--- src/rtl/conv_scan_sequencer_if.sv ---
// conv_scan_sequencer_if
//   Bundles the BRAM read port and the group handshake of the scan sequencer.
//   master : the sequencer (drives read requests and groups)
//   slave  : the BRAM and convolver side (returns read data, accepts groups)
//   Signals:
//     o_rd_en / o_rd_addr / i_rd_data        BRAM read port, one-cycle read latency
//     o_grp_valid / i_grp_ready              group handshake
//     o_grp0..o_grp2                         pixels at columns c, c+1, c+2
//     o_grp_row / o_grp_col                  position of the group
//     o_grp_last_row / o_grp_last            position flags
interface conv_scan_sequencer_if #(
    parameter int RAM_WIDTH    = 8,
    parameter int ADDR_WIDTH   = 16,
    parameter int IMAGE_WIDTH  = 10,
    parameter int IMAGE_HEIGHT = 10
);
    localparam int ROW_W = (IMAGE_HEIGHT > 32'sd1) ? $clog2(IMAGE_HEIGHT) : 32'sd1;
    localparam int COL_W = (IMAGE_WIDTH  > 32'sd1) ? $clog2(IMAGE_WIDTH)  : 32'sd1;

    logic                  o_rd_en;
    logic [ADDR_WIDTH-1:0] o_rd_addr;
    logic [RAM_WIDTH-1:0]  i_rd_data;
    logic                  o_grp_valid;
    logic                  i_grp_ready;
    logic [RAM_WIDTH-1:0]  o_grp0;
    logic [RAM_WIDTH-1:0]  o_grp1;
    logic [RAM_WIDTH-1:0]  o_grp2;
    logic [ROW_W-1:0]      o_grp_row;
    logic [COL_W-1:0]      o_grp_col;
    logic                  o_grp_last_row;
    logic                  o_grp_last;

    modport master (
        output o_rd_en, o_rd_addr,
        input  i_rd_data,
        output o_grp_valid,
        input  i_grp_ready,
        output o_grp0, o_grp1, o_grp2, o_grp_row, o_grp_col, o_grp_last_row, o_grp_last
    );

    modport slave (
        input  o_rd_en, o_rd_addr,
        output i_rd_data,
        input  o_grp_valid,
        output i_grp_ready,
        input  o_grp0, o_grp1, o_grp2, o_grp_row, o_grp_col, o_grp_last_row, o_grp_last
    );
endinterface

--- src/rtl/conv_scan_sequencer.sv ---
// conv_scan_sequencer
//   Read-side scheduler for the single-port frame BRAM. Walks the frame one
//   column strip at a time (top to bottom inside a strip), reads three
//   horizontally adjacent pixels per group, and presents each group to the
//   convolver over a valid/ready handshake.
//   Ports:
//     clk, reset         clock, asynchronous active-high reset
//     i_start            start a scan (accepted only when idle)
//     i_abort            synchronous abort back to idle, no done pulse
//     o_busy             high whenever a scan is in progress
//     o_done             one-cycle pulse after the final group is accepted
//     bus (master)       BRAM read port and group handshake
module conv_scan_sequencer #(
    parameter int RAM_WIDTH    = 8,
    parameter int ADDR_WIDTH   = 16,
    parameter int IMAGE_WIDTH  = 10,
    parameter int IMAGE_HEIGHT = 10,
    parameter int KERNEL_WIDTH = 3
) (
    input  logic                  clk,
    input  logic                  reset,
    input  logic                  i_start,
    input  logic                  i_abort,
    output logic                  o_busy,
    output logic                  o_done,
    conv_scan_sequencer_if.master bus
);
    localparam int ROW_W = (IMAGE_HEIGHT > 32'sd1) ? $clog2(IMAGE_HEIGHT) : 32'sd1;
    localparam int COL_W = (IMAGE_WIDTH  > 32'sd1) ? $clog2(IMAGE_WIDTH)  : 32'sd1;

    localparam logic [ROW_W-1:0]      ROW_ZERO   = {ROW_W{1'b0}};
    localparam logic [COL_W-1:0]      COL_ZERO   = {COL_W{1'b0}};
    localparam logic [ADDR_WIDTH-1:0] ADDR_ZERO  = {ADDR_WIDTH{1'b0}};
    localparam logic [RAM_WIDTH-1:0]  DATA_ZERO  = {RAM_WIDTH{1'b0}};
    localparam logic [ROW_W-1:0]      ROW_ONE    = {{(ROW_W-1){1'b0}}, 1'b1};
    localparam logic [COL_W-1:0]      COL_ONE    = {{(COL_W-1){1'b0}}, 1'b1};
    localparam logic [ADDR_WIDTH-1:0] ADDR_ONE   = {{(ADDR_WIDTH-1){1'b0}}, 1'b1};
    localparam logic [ROW_W-1:0]      ROW_LAST   = ROW_W'(IMAGE_HEIGHT - 32'sd1);
    localparam logic [COL_W-1:0]      COL_LAST   = COL_W'(IMAGE_WIDTH - KERNEL_WIDTH);
    localparam logic [ADDR_WIDTH-1:0] ROW_STRIDE = ADDR_WIDTH'(IMAGE_WIDTH);

    typedef enum logic [2:0] {
        S_IDLE    = 3'd0,
        S_READ    = 3'd1,
        S_CAPTURE = 3'd2,
        S_PRESENT = 3'd3,
        S_DONE    = 3'd4
    } state_t;

    state_t                 state_r;
    logic [1:0]             k_r;
    logic [ADDR_WIDTH-1:0]  base_r;
    logic [ADDR_WIDTH-1:0]  rd_addr_r;
    logic                   rd_en_r;
    logic [ROW_W-1:0]       row_r;
    logic [COL_W-1:0]       col_r;
    logic                   last_row_r;
    logic                   last_r;
    logic                   grp_valid_r;
    logic                   busy_r;
    logic                   done_r;
    logic [RAM_WIDTH-1:0]   slot0_r;
    logic [RAM_WIDTH-1:0]   slot1_r;
    logic [RAM_WIDTH-1:0]   slot2_r;

    logic [ROW_W-1:0]       row_inc_s;
    logic [COL_W-1:0]       col_inc_s;
    logic [ADDR_WIDTH-1:0]  base_next_row_s;
    logic [ADDR_WIDTH-1:0]  base_next_col_s;

    // Group lies on the bottom row of its strip.
    function automatic logic is_last_row(input logic [ROW_W-1:0] row);
        return (row == ROW_LAST);
    endfunction

    // Group is the bottom of the rightmost strip, i.e. the final group.
    function automatic logic is_last_grp(input logic [ROW_W-1:0] row,
                                         input logic [COL_W-1:0] col);
        return (row == ROW_LAST) && (col == COL_LAST);
    endfunction

    // Next-position arithmetic: the base address advances by additions only.
    // Moving one row down adds the row stride; starting a new strip the base
    // is simply the new column (row 0).
    assign row_inc_s       = row_r + ROW_ONE;
    assign col_inc_s       = col_r + COL_ONE;
    assign base_next_row_s = base_r + ROW_STRIDE;
    assign base_next_col_s = ADDR_WIDTH'(col_inc_s);

    // Scan FSM: issues reads, captures returned pixels, presents groups.
    always_ff @(posedge clk or posedge reset) begin
        if (reset) begin
            state_r     <= S_IDLE;
            k_r         <= 2'd0;
            base_r      <= ADDR_ZERO;
            rd_addr_r   <= ADDR_ZERO;
            rd_en_r     <= 1'b0;
            row_r       <= ROW_ZERO;
            col_r       <= COL_ZERO;
            last_row_r  <= 1'b0;
            last_r      <= 1'b0;
            grp_valid_r <= 1'b0;
            busy_r      <= 1'b0;
            done_r      <= 1'b0;
            slot0_r     <= DATA_ZERO;
            slot1_r     <= DATA_ZERO;
            slot2_r     <= DATA_ZERO;
        end else if (i_abort && (state_r != S_IDLE)) begin
            // Abort wins over everything, including a simultaneous handshake.
            state_r     <= S_IDLE;
            k_r         <= 2'd0;
            rd_en_r     <= 1'b0;
            grp_valid_r <= 1'b0;
            busy_r      <= 1'b0;
            done_r      <= 1'b0;
        end else begin
            done_r <= 1'b0;
            case (state_r)
                S_IDLE: begin
                    if (i_start && !i_abort) begin
                        state_r    <= S_READ;
                        k_r        <= 2'd0;
                        row_r      <= ROW_ZERO;
                        col_r      <= COL_ZERO;
                        base_r     <= ADDR_ZERO;
                        rd_addr_r  <= ADDR_ZERO;
                        rd_en_r    <= 1'b1;
                        busy_r     <= 1'b1;
                        last_row_r <= is_last_row(ROW_ZERO);
                        last_r     <= is_last_grp(ROW_ZERO, COL_ZERO);
                    end else begin
                        rd_en_r     <= 1'b0;
                        grp_valid_r <= 1'b0;
                        busy_r      <= 1'b0;
                    end
                end
                S_READ: begin
                    // Read data lags the address by one cycle, so the
                    // pixel for offset k-1 arrives while offset k is issued.
                    case (k_r)
                        2'd1:    slot0_r <= bus.i_rd_data;
                        2'd2:    slot1_r <= bus.i_rd_data;
                        default: slot0_r <= slot0_r;
                    endcase
                    if (k_r == 2'd2) begin
                        state_r <= S_CAPTURE;
                        rd_en_r <= 1'b0;
                        k_r     <= 2'd0;
                    end else begin
                        k_r       <= k_r + 2'd1;
                        rd_addr_r <= rd_addr_r + ADDR_ONE;
                    end
                end
                S_CAPTURE: begin
                    slot2_r     <= bus.i_rd_data;
                    grp_valid_r <= 1'b1;
                    state_r     <= S_PRESENT;
                end
                S_PRESENT: begin
                    if (bus.i_grp_ready) begin
                        grp_valid_r <= 1'b0;
                        if (last_r) begin
                            state_r <= S_DONE;
                            done_r  <= 1'b1;
                        end else if (last_row_r) begin
                            state_r    <= S_READ;
                            k_r        <= 2'd0;
                            row_r      <= ROW_ZERO;
                            col_r      <= col_inc_s;
                            base_r     <= base_next_col_s;
                            rd_addr_r  <= base_next_col_s;
                            rd_en_r    <= 1'b1;
                            last_row_r <= is_last_row(ROW_ZERO);
                            last_r     <= is_last_grp(ROW_ZERO, col_inc_s);
                        end else begin
                            state_r    <= S_READ;
                            k_r        <= 2'd0;
                            row_r      <= row_inc_s;
                            base_r     <= base_next_row_s;
                            rd_addr_r  <= base_next_row_s;
                            rd_en_r    <= 1'b1;
                            last_row_r <= is_last_row(row_inc_s);
                            last_r     <= is_last_grp(row_inc_s, col_r);
                        end
                    end else begin
                        // Stalled: hold the group, issue no reads.
                        state_r <= S_PRESENT;
                    end
                end
                S_DONE: begin
                    state_r <= S_IDLE;
                    busy_r  <= 1'b0;
                end
                default: begin
                    state_r     <= S_IDLE;
                    rd_en_r     <= 1'b0;
                    grp_valid_r <= 1'b0;
                    busy_r      <= 1'b0;
                end
            endcase
        end
    end

    assign o_busy             = busy_r;
    assign o_done             = done_r;
    assign bus.o_rd_en        = rd_en_r;
    assign bus.o_rd_addr      = rd_addr_r;
    assign bus.o_grp_valid    = grp_valid_r;
    assign bus.o_grp0         = slot0_r;
    assign bus.o_grp1         = slot1_r;
    assign bus.o_grp2         = slot2_r;
    assign bus.o_grp_row      = row_r;
    assign bus.o_grp_col      = col_r;
    assign bus.o_grp_last_row = last_row_r;
    assign bus.o_grp_last     = last_r;
endmodule

--- src/flat_wrapper.sv ---
// flat-port wrapper written by rule: the top's interface ports become plain ports
module conv_scan_sequencer_flat 
#(
    parameter int RAM_WIDTH    = 8,
    parameter int ADDR_WIDTH   = 16,
    parameter int IMAGE_WIDTH  = 10,
    parameter int IMAGE_HEIGHT = 10,
    parameter int KERNEL_WIDTH = 3
)
  (clk, reset, i_start, i_abort, o_busy, o_done, bus_o_rd_en, bus_o_rd_addr, bus_i_rd_data, bus_o_grp_valid, bus_i_grp_ready, bus_o_grp0, bus_o_grp1, bus_o_grp2, bus_o_grp_row, bus_o_grp_col, bus_o_grp_last_row, bus_o_grp_last);
  conv_scan_sequencer_if #(.RAM_WIDTH(RAM_WIDTH), .ADDR_WIDTH(ADDR_WIDTH), .IMAGE_WIDTH(IMAGE_WIDTH), .IMAGE_HEIGHT(IMAGE_HEIGHT)) bus_i ();
  input  logic clk;
  input  logic reset;
  input  logic i_start;
  input  logic i_abort;
  output logic o_busy;
  output logic o_done;
  output wire logic [$bits(bus_i.o_rd_en)-1:0] bus_o_rd_en;
  output wire logic [$bits(bus_i.o_rd_addr)-1:0] bus_o_rd_addr;
  input wire logic [$bits(bus_i.i_rd_data)-1:0] bus_i_rd_data;
  output wire logic [$bits(bus_i.o_grp_valid)-1:0] bus_o_grp_valid;
  input wire logic [$bits(bus_i.i_grp_ready)-1:0] bus_i_grp_ready;
  output wire logic [$bits(bus_i.o_grp0)-1:0] bus_o_grp0;
  output wire logic [$bits(bus_i.o_grp1)-1:0] bus_o_grp1;
  output wire logic [$bits(bus_i.o_grp2)-1:0] bus_o_grp2;
  output wire logic [$bits(bus_i.o_grp_row)-1:0] bus_o_grp_row;
  output wire logic [$bits(bus_i.o_grp_col)-1:0] bus_o_grp_col;
  output wire logic [$bits(bus_i.o_grp_last_row)-1:0] bus_o_grp_last_row;
  output wire logic [$bits(bus_i.o_grp_last)-1:0] bus_o_grp_last;
  assign bus_o_rd_en = bus_i.o_rd_en;
  assign bus_o_rd_addr = bus_i.o_rd_addr;
  assign bus_i.i_rd_data = bus_i_rd_data;
  assign bus_o_grp_valid = bus_i.o_grp_valid;
  assign bus_i.i_grp_ready = bus_i_grp_ready;
  assign bus_o_grp0 = bus_i.o_grp0;
  assign bus_o_grp1 = bus_i.o_grp1;
  assign bus_o_grp2 = bus_i.o_grp2;
  assign bus_o_grp_row = bus_i.o_grp_row;
  assign bus_o_grp_col = bus_i.o_grp_col;
  assign bus_o_grp_last_row = bus_i.o_grp_last_row;
  assign bus_o_grp_last = bus_i.o_grp_last;
  conv_scan_sequencer #(.RAM_WIDTH(RAM_WIDTH), .ADDR_WIDTH(ADDR_WIDTH), .IMAGE_WIDTH(IMAGE_WIDTH), .IMAGE_HEIGHT(IMAGE_HEIGHT), .KERNEL_WIDTH(KERNEL_WIDTH)) u_core (.clk(clk), .reset(reset), .i_start(i_start), .i_abort(i_abort), .o_busy(o_busy), .o_done(o_done), .bus(bus_i));
endmodule
--- config.mk ---
export PLATFORM = sky130hd
export DESIGN_NAME = conv_scan_sequencer_flat
export DESIGN_NICKNAME = d
export VERILOG_FILES = /design/src/rtl/conv_scan_sequencer_if.sv /design/src/rtl/conv_scan_sequencer.sv /design/src/flat_wrapper.sv
export SDC_FILE = /design/constraint.sdc
export NUM_CORES = 1
export LEC_CHECK = 0
export BUFFER_PORTS_ARGS = -buffer_cell sky130_fd_sc_hd__buf_2
export CORE_UTILIZATION = 30
export CTS_CLUSTER_DIAMETER = 120
export DETAILED_ROUTE_END_ITERATION = 8
export GPL_TIMING_DRIVEN = 0
export SYNTH_ARGS = -nofsm -noshare
export SYNTH_HDL_FRONTEND = slang
export SYNTH_SLANG_ARGS = --single-unit
--- constraint.sdc ---
create_clock -name clk -period 2.7 [get_ports clk]
set_clock_uncertainty 0.1 [all_clocks]
set_input_delay 0.135 -clock clk [delete_from_list [all_inputs] [get_ports clk]]
set_output_delay 0.135 -clock clk [all_outputs]
set_load 0.005 [all_outputs]
# Yosys cells after proc, flatten, opt, wreduce, memory -nomap -nowiden
# Index checks and enable logic that the tools add are counted.
[classes]
add_sub_neg = 5
reduce_logical = 23
bitwise_logic = 1
n_mux = 53
n_eq_ne = 21
[ops]
columns = ["op", "count"]
rows = [
  ["$mux W16", 5],
  ["$pmux W16 S3", 1],
  ["$pmux W16 S2", 1],
  ["$mux W4", 7],
  ["$mux W1", 20],
  ["$add A16 B1 Y16 const B", 1],
  ["$add A16 B4 Y16 const B", 1],
  ["$pmux W4 S2", 2],
  ["$mux W3", 5],
  ["$pmux W3 S4", 1],
  ["$reduce_and A4 Y1", 3],
  ["$reduce_and A6 Y1", 2],
  ["$mux W2", 5],
  ["$ne A2 B1 Y1 const B", 5],
  ["$reduce_and A3 Y1", 3],
  ["$add A4 B1 Y4 const B", 2],
  ["$pmux W1 S4", 2],
  ["$eq A3 B2 Y1 const B", 2],
  ["$ne A2 B2 Y1 const B", 3],
  ["$ne A3 B1 Y1 const B", 2],
  ["$ne A3 B2 Y1 const B", 2],
  ["$pmux W1 S2", 3],
  ["$pmux W2 S3", 1],
  ["$reduce_bool A3 Y1", 2],
  ["other kinds (18)", 22],
]
[totals]
out_inout_bits = 54
in_bits = 13
wordCells = 118
register_bits = 75

# Longest topological paths before layout
# Gate-level depths: netlist of run 1.
[logic_depth]
word_depth = 7
depth_mapped = 9
depth_no_buf = 6

# Worst setup path before layout of run 1
# OpenSTA, ideal clock, no wires.
[synth_timing]
path_type = "flip-flop to flip-flop"
from = "register u_core.state_r[0]"
to = "register u_core.rd_addr_r[15], in the netlist u_core.bus.o_rd_addr[15]"
n_path_buf = 2
required_ps = 2531
stages_incl_launch_ff = 8
period_less_slack_ps = 2237
arrival_time_ps = 2068
setup_time_ps = 69
setup_slack_ps = 463
path_cell_list = "dfrtp_1 nor2b_1 buf_6 a31o_1 or4_1 buf_2 or4_1 nand3_1"
[synth_via]
elab_chain_cells = 4
word_cells_on_any_way = 13
classes_between = "6 x eq/ne; 1 x mux; 1 x bitwise; 5 x reduce/logical"
[synth_rtl]
columns = ["element", "line", "source"]
rows = [
  ["start: declaration", "conv_scan_sequencer.sv:50", "state_t state_r;"],
  ["start signal: assignment", "conv_scan_sequencer.sv:93", "state_r <= S_IDLE;"],
  ["start signal: assignment", "conv_scan_sequencer.sv:110", "state_r <= S_IDLE;"],
  ["start signal: assignment", "conv_scan_sequencer.sv:121", "state_r <= S_READ;"],
  ["branches (longest 4 deep; another with $reduce_and A6 Y1)", "--", ""],
  ["end signal: assignment", "conv_scan_sequencer.sv:151", "rd_addr_r <= rd_addr_r + ADDR_ONE;"],
  ["end signal: assignment", "conv_scan_sequencer.sv:171", "rd_addr_r <= base_next_col_s;"],
  ["end signal: assignment", "conv_scan_sequencer.sv:180", "rd_addr_r <= base_next_row_s;"],
  ["end: declaration", "conv_scan_sequencer.sv:53", "logic [ADDR_WIDTH-1:0] rd_addr_r;"],
]
# Parallel ways; which one is timed is not known.
# A chain may end at the register's enable or synchronous reset.

# Worst setup path in the final report of run 1
[layout_timing]
from = "register u_core.state_r[0]"
to = "register u_core.rd_addr_r[13], in the netlist u_core.bus.o_rd_addr[13]"
# The elaborated chain is that of the path after synthesis.

==> flow_summary.yaml, run 1 <==
yosys:
  yosys.area.top_type: "dfrtp_1"
  yosysSeqAreaShare: 0.483
  synth.distinct_cells: 53
  syn-num-nets: 413
  synth.avg_cell_area_um2: 9.83
  syn-instance-count: 395
  ys.flop_type: "dfrtp_1"
  async_flop_share: 1.00
  synth_area_mm2: 0.00388
  synth_edf_count: 0
  synth_top_area_share: 0.483
  yosysWarningCount: 0
  synth_seq_cells: 75
  yosys-top-cells-area: "dfrtp_1 48%, mux2_2 9.0%, o21ai_0 4.9%"
outcome:
  status: "completed"
cts:
  cts.root.buffer_cell: "clkbuf_16"
  insertion_delay_ps: 340
  clk_pin_slew_ps: 60
  cts_max_path_buffers: 2
  cts_made_buffers: 9
  cts_tree: "done"
  cts_sinks: 75
  h-tree-depth: 3
setup_path:
  rr_worst_depth: 7
  cp.required_ps: 2810
  rr_endpoint: "u_core.bus.o_rd_addr[13]$_DFFE_PP0P_"
  end_kind: "flop"
  crit_fanout: 10
  path_cells: "nor2b_1, buf_6, a31o_1, nor4_1, clkbuf_1, mux2i_1, nand3_1"
  regToRegStartpoint: "u_core.state_r[0]$_DFFE_PP0P_"
  worstSetupEndpoint: "u_core.bus.o_rd_addr[13]$_DFFE_PP0P_"
  crit_type: "flop to flop"
  cp-startpoint: "u_core.state_r[0]$_DFFE_PP0P_"
  cpMaxStageDelayCell: "clkbuf_1"
  startpoint_type: "flop"
  arrival_ps: 2580
  r2r_slack_ps: 230
  critical-path-max-stage-delay_ps: 450
grt:
  overflow: 0
  grt_pass1_vias: 3319
  met2_usage: 0.265
  grtUsageMet3: 0.0403
  grt_first_pass_wirelength_um: 16700
  antenna_found_initial: 0
  met1_usage: 0.207
  busiest_layer: "met2"
  grt_use_total: 0.164
  grt_start_max_net_pins: 40
route:
  route.detailed.wl_per_inst_um: 15.5
  avgViaCountPerCell: 5.14
  drtIter0Drc: 186
  drt-total-wl_um: 10300
  route.detailed.drc: 0
  num_vias: 3404
  ant_nets: 0
  dr.pass1.iters: 4
die:
  coreArea_mm2: 0.0126
  start_util: 0.308
  die_y_um: 116
  die_area_mm2: 0.0134
  ios: 67
  die_x_um: 116
  num_rows: 41
job:
  drv_cap: 0
power:
  power_mw: 3.49
  seq_power_share: 0.407
  powerDensity_mw_per_mm2: 710
  swShare: 0.273
  intPower_mw: 2.54
  clkPwrFrac: 0.397
  comb_power_share: 0.197
  p_leak_nw: 2.29
  p_sw_mw: 0.952
  irDropWorstVdd_uv: 470
placed_design:
  io_buffers: 65
  dp_hpwl_um: 7250
  place.gp.congestion: 0.805
  dp_slack_ps: -33.1
sta:
  slew_headroom: 0.462
  setup_viol: 0
  min_period_ps: 2470
  fin_setup_tns_ps: 0
  rsz0062_at_grt: "no"
  worstMarginPinSlew_ps: 803
  fin_ws_ps: 234
  fin_crit_sh: 0.913
  clock.fmax_ghz: 0.406
  drv_slew: 0
  fin_hold_ws_ps: 157
  hold_viol_final: 0
finish:
  antenna_cells: 0
  nets: 503
  utilization: 0.390
  drive_above_1_share: 0.247
  syn_to_final_growth_pct: 26.6
worst_hold_path:
  hp-class: "input port to flop"
## flip-flops by register name, summed over array words and instances, names as in the netlist
signal / flops
u_core.k_r: 2
u_core.bus.o_grp_last_row: 1
u_core.o_busy: 1
u_core.base_r: 16
u_core.bus.o_grp_last: 1
u_core.bus.o_grp1: 8
u_core.bus.o_rd_en: 1
u_core.bus.o_grp0: 8
u_core.bus.o_rd_addr: 16
u_core.bus.o_grp_row: 4
u_core.bus.o_grp_valid: 1
u_core.bus.o_grp2: 8
u_core.bus.o_grp_col: 4
u_core.state_r: 3
u_core.o_done: 1
## area by class of cell
class                   count  area, um2
flip-flops and latches     75       1880
well taps                 172        215
repair buffers             79        470
fillers                  1273       7700
multi-input cells         284       1860
clock inverters             6        113
clock buffers              10        229
inverters                  12       47.5
plain buffers              24        101
## cells in the final DEF, fill, tap and decap left out, drive strengths merged, types with 4 or more instances in the layout
cell type	instances
clkbuf	30
nand3	15
nor4	7
nor3	9
nor2	22
xor2	5
mux2	31
and2	4
o31ai	4
inv	13
nand4	6
buf	72
and3	7
o21ai	38
ha	5
dlygate4sd3	11
dfrtp	75
nand2b	6
a21oi	15
a31oi	5
xnor2	10
nand2	40
## Yosys cell counts, types with 2 or more instances
master	number
nand3_1	15
nor2_1	22
nor2b_1	2
nor4_1	7
and3_1	7
inv_1	12
a41o_1	2
nand4b_1	2
xnor2_1	10
o21a_1	2
ha_1	5
o32ai_1	2
nor3_1	9
a32o_1	2
a21o_1	2
xor2_1	5
o21ai_0	38
o31a_1	3
a41oi_1	2
or4_1	2
a31oi_1	5
buf_1	2
nand3b_1	2
nand2_1	40
nand4_1	6
a22oi_1	2
o211ai_1	2
a22o_1	3
o22ai_1	3
o31ai_1	4
and2_1	4
dfrtp_1	75
nand2b_1	6
a211oi_1	3
clkbuf_1	20
or3_1	3
mux2_2	31
a21oi_1	15
and4_1	2
mux2i_1	3
## routing by layer
metal,vias to the layer above,wire (um)
li1,1625,-
met1,1659,4510
met2,98,4980
met3,22,508
met4,0,248
met5,-,0
## power groups by stage
stage | Combinational [mW] | Clock (mW) | Sequential [mW]
3_5_place_dp | 0.675 | 0 | 1.43
4_1_cts | 0.690 | 1.42 | 1.42
2_1_floorplan | 0.368 | 0 | 1.44
3_3_place_gp | 0.658 | 0 | 1.43
5_1_grt | 0.767 | 1.46 | 1.44
6_report | 0.686 | 1.38 | 1.42
## how the worst min path moves through the flow
stage	start	slack [ps]	to	depth (start not counted)
3_3_place_gp	bus_i_rd_data[2]	290	u_core.bus.o_grp1[2]$_DFFE_PP0P_	2
3_5_place_dp	reset	110	u_core.bus.o_rd_en$_DFFE_PP0P_	2
5_1_grt	i_abort	200	u_core.state_r[2]$_DFFE_PP0P_	2
2_1_floorplan	i_start	160	u_core.o_busy$_DFFE_PP0P_	2
6_report	i_abort	160	u_core.o_done$_DFF_PP0_	2
4_1_cts	i_abort	160	u_core.o_done$_DFF_PP0_	2
## through the flow
stage | instance area (um2) | cells
after detailed placement | 4450 | 633
after CTS | 4910 | 662
final | 4920 | 662
after global routing | 4920 | 662
after global placement | 4420 | 632
after floorplan | 3880 | 395
## timing repair
item	4_1_cts	5_1_grt
hold buffers	11	0
pin swaps	1	0
endpoints found under the setup margin	13	6
setup buffers	2	0
endpoints found under the hold margin	63	0
gates resized for setup	1	2
## kinds of logic (layout without fill, tap and decap cells)
group                    after synthesis  in the layout  synth area share
adder cells (fa/ha/maj)                5              5            0.0161
XOR/XNOR                              15             15            0.0338
buffers and inverters                 36            131            0.0370
flip-flops                            75             75             0.483
multiplexers                          34             34            0.0976
AND/OR/NAND/NOR                      134            134             0.176
AO/OA/AOI/OAI                         96             96             0.157
## worst max-delay path, delay by kind of cell (launching register included)
kind / cells / cell delay (ps)
buf+inv: 2 / 590
compound gates: 1 / 240
flops: 1 / 440
mux: 1 / 300
simple gates: 3 / 670
(Power assumes the default switching activity.)
==> run 2, diff against run 1 <==
--- a/config.mk
+++ b/config.mk
@@ -6,10 +6,13 @@
 export NUM_CORES = 1
 export LEC_CHECK = 0
 export BUFFER_PORTS_ARGS = -buffer_cell sky130_fd_sc_hd__buf_2
+export CELL_PAD_IN_SITES_DETAIL_PLACEMENT = 1
+export CELL_PAD_IN_SITES_GLOBAL_PLACEMENT = 2
 export CORE_UTILIZATION = 30
 export CTS_CLUSTER_DIAMETER = 120
 export DETAILED_ROUTE_END_ITERATION = 8
 export GPL_TIMING_DRIVEN = 0
+export PLACE_DENSITY_LB_ADDON = 0.1
 export SYNTH_ARGS = -nofsm -noshare
 export SYNTH_HDL_FRONTEND = slang
 export SYNTH_SLANG_ARGS = --single-unit
==> constraint.sdc (replaced) <==
create_clock -name clk -period 2.2 [get_ports clk]
set_clock_uncertainty 0.1 [all_clocks]
set_input_delay 0.11 -clock clk [delete_from_list [all_inputs] [get_ports clk]]
set_output_delay 0.11 -clock clk [all_outputs]
set_load 0.005 [all_outputs]
==> flow_summary.yaml, run 2 (synthesis results as in run 1) <==
outcome:
  status: "complete, but fails checks"
  violations: "negative setup slack"
setup_path:
  startpoint_type: "flop"
  crit_fanout: 5
  cp.required_ps: 2380
  crit_type: "flop to flop"
  cpMaxStageDelayCell: "or4_4"
  critPathBufInv: 1
  critical-path-max-stage-delay_ps: 530
  arrival_ps: 2510
  path_cells: "o31a_1, a31o_4, or4_4, buf_8, or4_4, nand3_2"
  cpMostUsedCell: "or4_4"
  path_delay_family: "simple AND/OR/NAND/NOR gates"
  end_kind: "flop"
power:
  irDropWorstVdd_uv: 420
  p_leak_nw: 2.40
  powerDensity_mw_per_mm2: 816
route:
  drtIter0Drc: 129
  drt-total-wl_um: 12100
  route.detailed.wl_per_inst_um: 18.1
  dr.pass1.iters: 4
  avgViaCountPerCell: 5.19
  ant_nets: 0
  num_vias: 3473
  route.detailed.drc: 0
grt:
  antenna_found_initial: 0
  grt_use_total: 0.195
  grt_start_max_net_pins: 47
  overflow: 0
  grt_first_pass_wirelength_um: 19500
  grt_pass1_vias: 3539
cts:
  cts_tree: "done"
  cts.root.buffer_cell: "clkbuf_16"
  clk_pin_slew_ps: 60
  h-tree-depth: 3
  insertion_delay_ps: 340
  cts_made_buffers: 9
  cts_max_path_buffers: 2
  cts_sinks: 75
placed_design:
  dp_slack_ps: -842
  io_buffers: 65
  place_inst: 633
  place.gp.congestion: 0.729
  dp_hpwl_um: 8360
sta:
  drv_slew: 0
  fin_ws_ps: -128
  worstMarginPinSlew_ps: 562
  fin_setup_tns_ps: -343
  slew_headroom: 0.625
  clock.fmax_ghz: 0.430
  min_period_ps: 2330
  rsz0062_at_grt: "yes"
  setup_viol: 10
  hold_viol_final: 0
  fin_crit_sh: 1.06
finish:
  finalNonFillerCells: 669
  mostFrequentLayoutCells: "73 x dfrtp_1, 66 x buf_2, 38 x nand2_1"
  syn_to_final_growth_pct: 31.7
  nets: 510
  antenna_cells: 0
  final_common_cell: "dfrtp_1"
  drive_above_1_share: 0.326
  fillers: 1497
  utilization: 0.405
die:
  die_area_mm2: 0.0134
  die_x_um: 116
  ios: 67
  coreArea_mm2: 0.0126
  die_y_um: 116
  start_util: 0.308
  num_rows: 41
worst_hold_path:
  hp-class: "input port to flop"
job:
  drv_cap: 0
run 2: changes by cell type in the layout (fill, tap and decap cells not counted), sizes merged:
| cell | before | now |
|---|---|---|
| clkbuf | 30 | 28 |
| clkinvlp | 0 | 1 |
| inv | 13 | 14 |
| bufinv | 3 | 0 |
| buf | 72 | 80 |
| clkinv | 2 | 4 |
run 2: metrics by stage:
stage / hold slack, ps / total power [mW] / area, um2
5_1_grt: 192 / 4.42 / 5120
3_3_place_gp: 270 / 2.61 / 4440
6_report: 174 / 4.18 / 5120
4_1_cts: 168 / 4.18 / 5020
3_5_place_dp: 40.5 / 2.64 / 4470
2_1_floorplan: 139 / 2.22 / 3900
run 2: path summary, 6_finish.rpt:
path | to | slack [ps] | startpoint | depth (start not counted)
max in group asynchronous | u_core.base_r[11]$_DFFE_PP0P_ | 1210 | reset | 4
min in group asynchronous | u_core.o_done$_DFF_PP0_ | 210 | reset | 3
setup reg to reg | u_core.bus.o_rd_addr[15]$_DFFE_PP0P_ | -130 | u_core.state_r[1]$_DFFE_PP0P_ | 6
hold / removal | u_core.o_done$_DFF_PP0_ | 170 | i_abort | 2
hold reg to reg | u_core.base_r[0]$_DFFE_PP0P_ | 400 | u_core.base_r[0]$_DFFE_PP0P_ | 2
setup / recovery | u_core.bus.o_rd_addr[15]$_DFFE_PP0P_ | -130 | u_core.state_r[1]$_DFFE_PP0P_ | 6
run 2: final cells by class:
type	count	area, um2	share of cell area
multi-input cells	284	1970	0.385
inverters	12	47.5	0.00929
flip-flops and latches	75	1880	0.367
plain buffers	22	151	0.0296
clock buffers	9	225	0.0440
well taps	172	215	0.0421
repair buffers	88	574	0.112
clock inverters	7	52.6	0.0103
run 2: routing by layer:
layer,global-route usage,vias up,wire (um)
met5,0,-,0
met4,0.0692,0,212
met3,0.0371,13,290
met2,0.303,54,5870
met1,0.270,1768,5760
li1,-,1638,-
run 2: power by group:
part,internal (mW),total (mW),switching (mW),leakage (nW)
Clock,0.772,1.42,0.645,0.136
Sequential,1.60,1.74,0.145,1.02
Combinational,0.508,1.02,0.510,1.24
run 2: timing repair:
action	CTS	global route
buffers inserted	5	5
hold buffers	11	0
pin swaps	5	3
hold endpoints to repair	56	0
endpoints found under the setup margin	58	48
gates cloned	1	0
gates resized for setup	30	33
==> run 3, diff against run 2 <==
--- a/config.mk
+++ b/config.mk
@@ -12,7 +12,7 @@
 export CTS_CLUSTER_DIAMETER = 120
 export DETAILED_ROUTE_END_ITERATION = 8
 export GPL_TIMING_DRIVEN = 0
-export PLACE_DENSITY_LB_ADDON = 0.1
+export PLACE_DENSITY = 0.81
 export SYNTH_ARGS = -nofsm -noshare
 export SYNTH_HDL_FRONTEND = slang
 export SYNTH_SLANG_ARGS = --single-unit
==> flow_summary.yaml, run 3 (synthesis results as in run 1) <==
outcome:
  status: "complete, but fails checks"
  violations: "negative setup slack"
cts:
  cts_made_buffers: 9
  cts_max_path_buffers: 2
  clk_pin_slew_ps: 70
  cts.root.buffer_cell: "clkbuf_16"
  insertion_delay_ps: 350
  cts_sinks: 75
  h-tree-depth: 3
  cts_tree: "done"
route:
  wl_met3_um: 727
  ant_nets: 0
  drtIter0Drc: 126
  num_vias: 3475
  top_layer: "met4"
  met2_length_um: 6060
  route.detailed.wl_per_inst_um: 17.7
  avgViaCountPerCell: 5.20
  dr.pass1.iters: 4
  wl_met1_um: 4960
  drt-total-wl_um: 11800
  route.detailed.drc: 0
setup_path:
  cpMaxStageDelayCell: "or4_4"
  end_kind: "flop"
  r2r_slack_ps: -80
  path_delay_family: "simple AND/OR/NAND/NOR gates"
  cp.required_ps: 2380
  arrival_ps: 2460
  rr_endpoint: "u_core.bus.o_rd_addr[15]$_DFFE_PP0P_"
  crit_type: "flop to flop"
  startpoint_type: "flop"
  path_cells: "o31a_1, a31o_1, or4_4, buf_6, or4_1, nand3_1"
  critical-path-max-stage-delay_ps: 520
  rr_worst_depth: 6
  regToRegStartpoint: "u_core.state_r[1]$_DFFE_PP0P_"
  critPathBufInv: 1
  crit_fanout: 5
power:
  seq_power_share: 0.420
  comb_power_share: 0.232
  p_leak_nw: 2.37
  clkPwrFrac: 0.348
  p_sw_mw: 1.30
  powerDensity_mw_per_mm2: 823
  irDropWorstVdd_uv: 614
  intPower_mw: 2.86
  swShare: 0.313
worst_hold_path:
  hp-class: "input port to flop"
  hold_end: "u_core.o_done$_DFF_PP0_"
  hp-start: "i_abort"
  hold-path-cell-count: 2
die:
  start_util: 0.308
  die_y_um: 116
  coreArea_mm2: 0.0126
  num_rows: 41
  die_x_um: 116
  ios: 67
  die_area_mm2: 0.0134
grt:
  grt_pass1_vias: 3706
  grt_use_total: 0.190
  overflow: 0
  grt_start_max_net_pins: 49
  antenna_found_initial: 1
  grt_first_pass_wirelength_um: 19400
sta:
  worstMarginPinSlew_ps: 653
  rsz0062_at_grt: "yes"
  fin_ws_ps: -78.5
  fin_setup_tns_ps: -139
  drv_slew: 0
  fin_crit_sh: 1.04
  hold_viol_final: 0
  slew_headroom: 0.565
  min_period_ps: 2280
  setup_viol: 4
  clock.fmax_ghz: 0.439
finish:
  mostFrequentLayoutCells: "74 x dfrtp_1, 68 x buf_2, 38 x nand2_1"
  multi_input_area_mm2: 0.00194
  fillers: 1482
  final_cell_area_mm2: 0.00506
  nets: 508
  final_common_cell: "dfrtp_1"
  syn_to_final_growth_pct: 30.2
  seqCellArea_mm2: 0.00188
  drive_above_1_share: 0.311
placed_design:
  dpl_cell_area_mm2: 0.00447
  place.gp.congestion: 0.794
  dp_slack_ps: -722
  dp_hpwl_um: 8370
  io_buffers: 65
job:
  drv_cap: 0
[run 3: cell count changes in the layout (fill, tap and decap cells not counted), sizes merged]
cell,delta
inv,+2
clkbuf,-3
clkinv,-2
diode,+1
buf,+1
[run 3: per-layer routing]
metal	vias up	GRT usage
met1	1758	0.220
met4	0	0.0436
met2	72	0.333
met3	11	0.0727
li1	1634	-
met5	-	0
[run 3: through the flow]
step                total power, mW   util  hold WS, ps  cells
global route                   4.39  0.400          155    667
global placement               2.59  0.352          269    632
floorplan                      2.22      -          139    395
detailed placement             2.64  0.354         42.4    633
CTS                            4.19  0.397          121    668
finish                         4.16  0.401          130    668
[run 3: timing repair]
item,CTS,global route
hold endpoints to repair,54,0
setup endpoints to repair,59,41
hold buffers,11,0
pin swaps,6,2
buffers inserted,8,0
resized for setup,28,20
cloned,1,0
[run 3: worst register-to-register path, cell delays in order (launching register included)]
cell and delay, ps:
dfrtp_1 410, o31a_1 320, a31o_1 230, or4_4 520, buf_6 160, or4_1 390, nand3_1 80
[run 3: how the worst max path moves through the flow]
stage,from,end,slack (ps),cells past startpoint
final,u_core.state_r[1]$_DFFE_PP0P_,u_core.bus.o_rd_addr[15]$_DFFE_PP0P_,-80,6
after CTS,u_core.state_r[1]$_DFFE_PP0P_,u_core.bus.o_rd_addr[15]$_DFFE_PP0P_,-80,6
after detailed placement,u_core.state_r[0]$_DFFE_PP0P_,u_core.bus.o_grp1[7]$_DFFE_PP0P_,-720,5
after global placement,reset,u_core.bus.o_grp2[7]$_DFFE_PP0P_,-1060,2
after global routing,u_core.state_r[1]$_DFFE_PP0P_,u_core.bus.o_rd_addr[15]$_DFFE_PP0P_,-150,6
after floorplan,u_core.state_r[0]$_DFFE_PP0P_,u_core.bus.o_rd_addr[15]$_DFFE_PP0P_,30,6
[run 3: area by class of cell]
class | count | share of cell area
multi-input combinational | 284 | 0.384
sequential | 75 | 0.371
timing repair buffer | 86 | 0.107
clock buffer | 9 | 0.0445
tap | 172 | 0.0426
buffer | 22 | 0.0270
clock inverter | 7 | 0.0134
inverter | 12 | 0.00940
antenna | 1 | 0.000495
[run 3: power groups by stage]
stage | Combinational [mW] | Clock, mW | Sequential, mW
3_3_place_gp | 0.837 | 0 | 1.75
3_5_place_dp | 0.868 | 0 | 1.77
4_1_cts | 0.951 | 1.49 | 1.75
6_report | 0.966 | 1.45 | 1.75
2_1_floorplan | 0.462 | 0 | 1.76
5_1_grt | 1.07 | 1.54 | 1.78
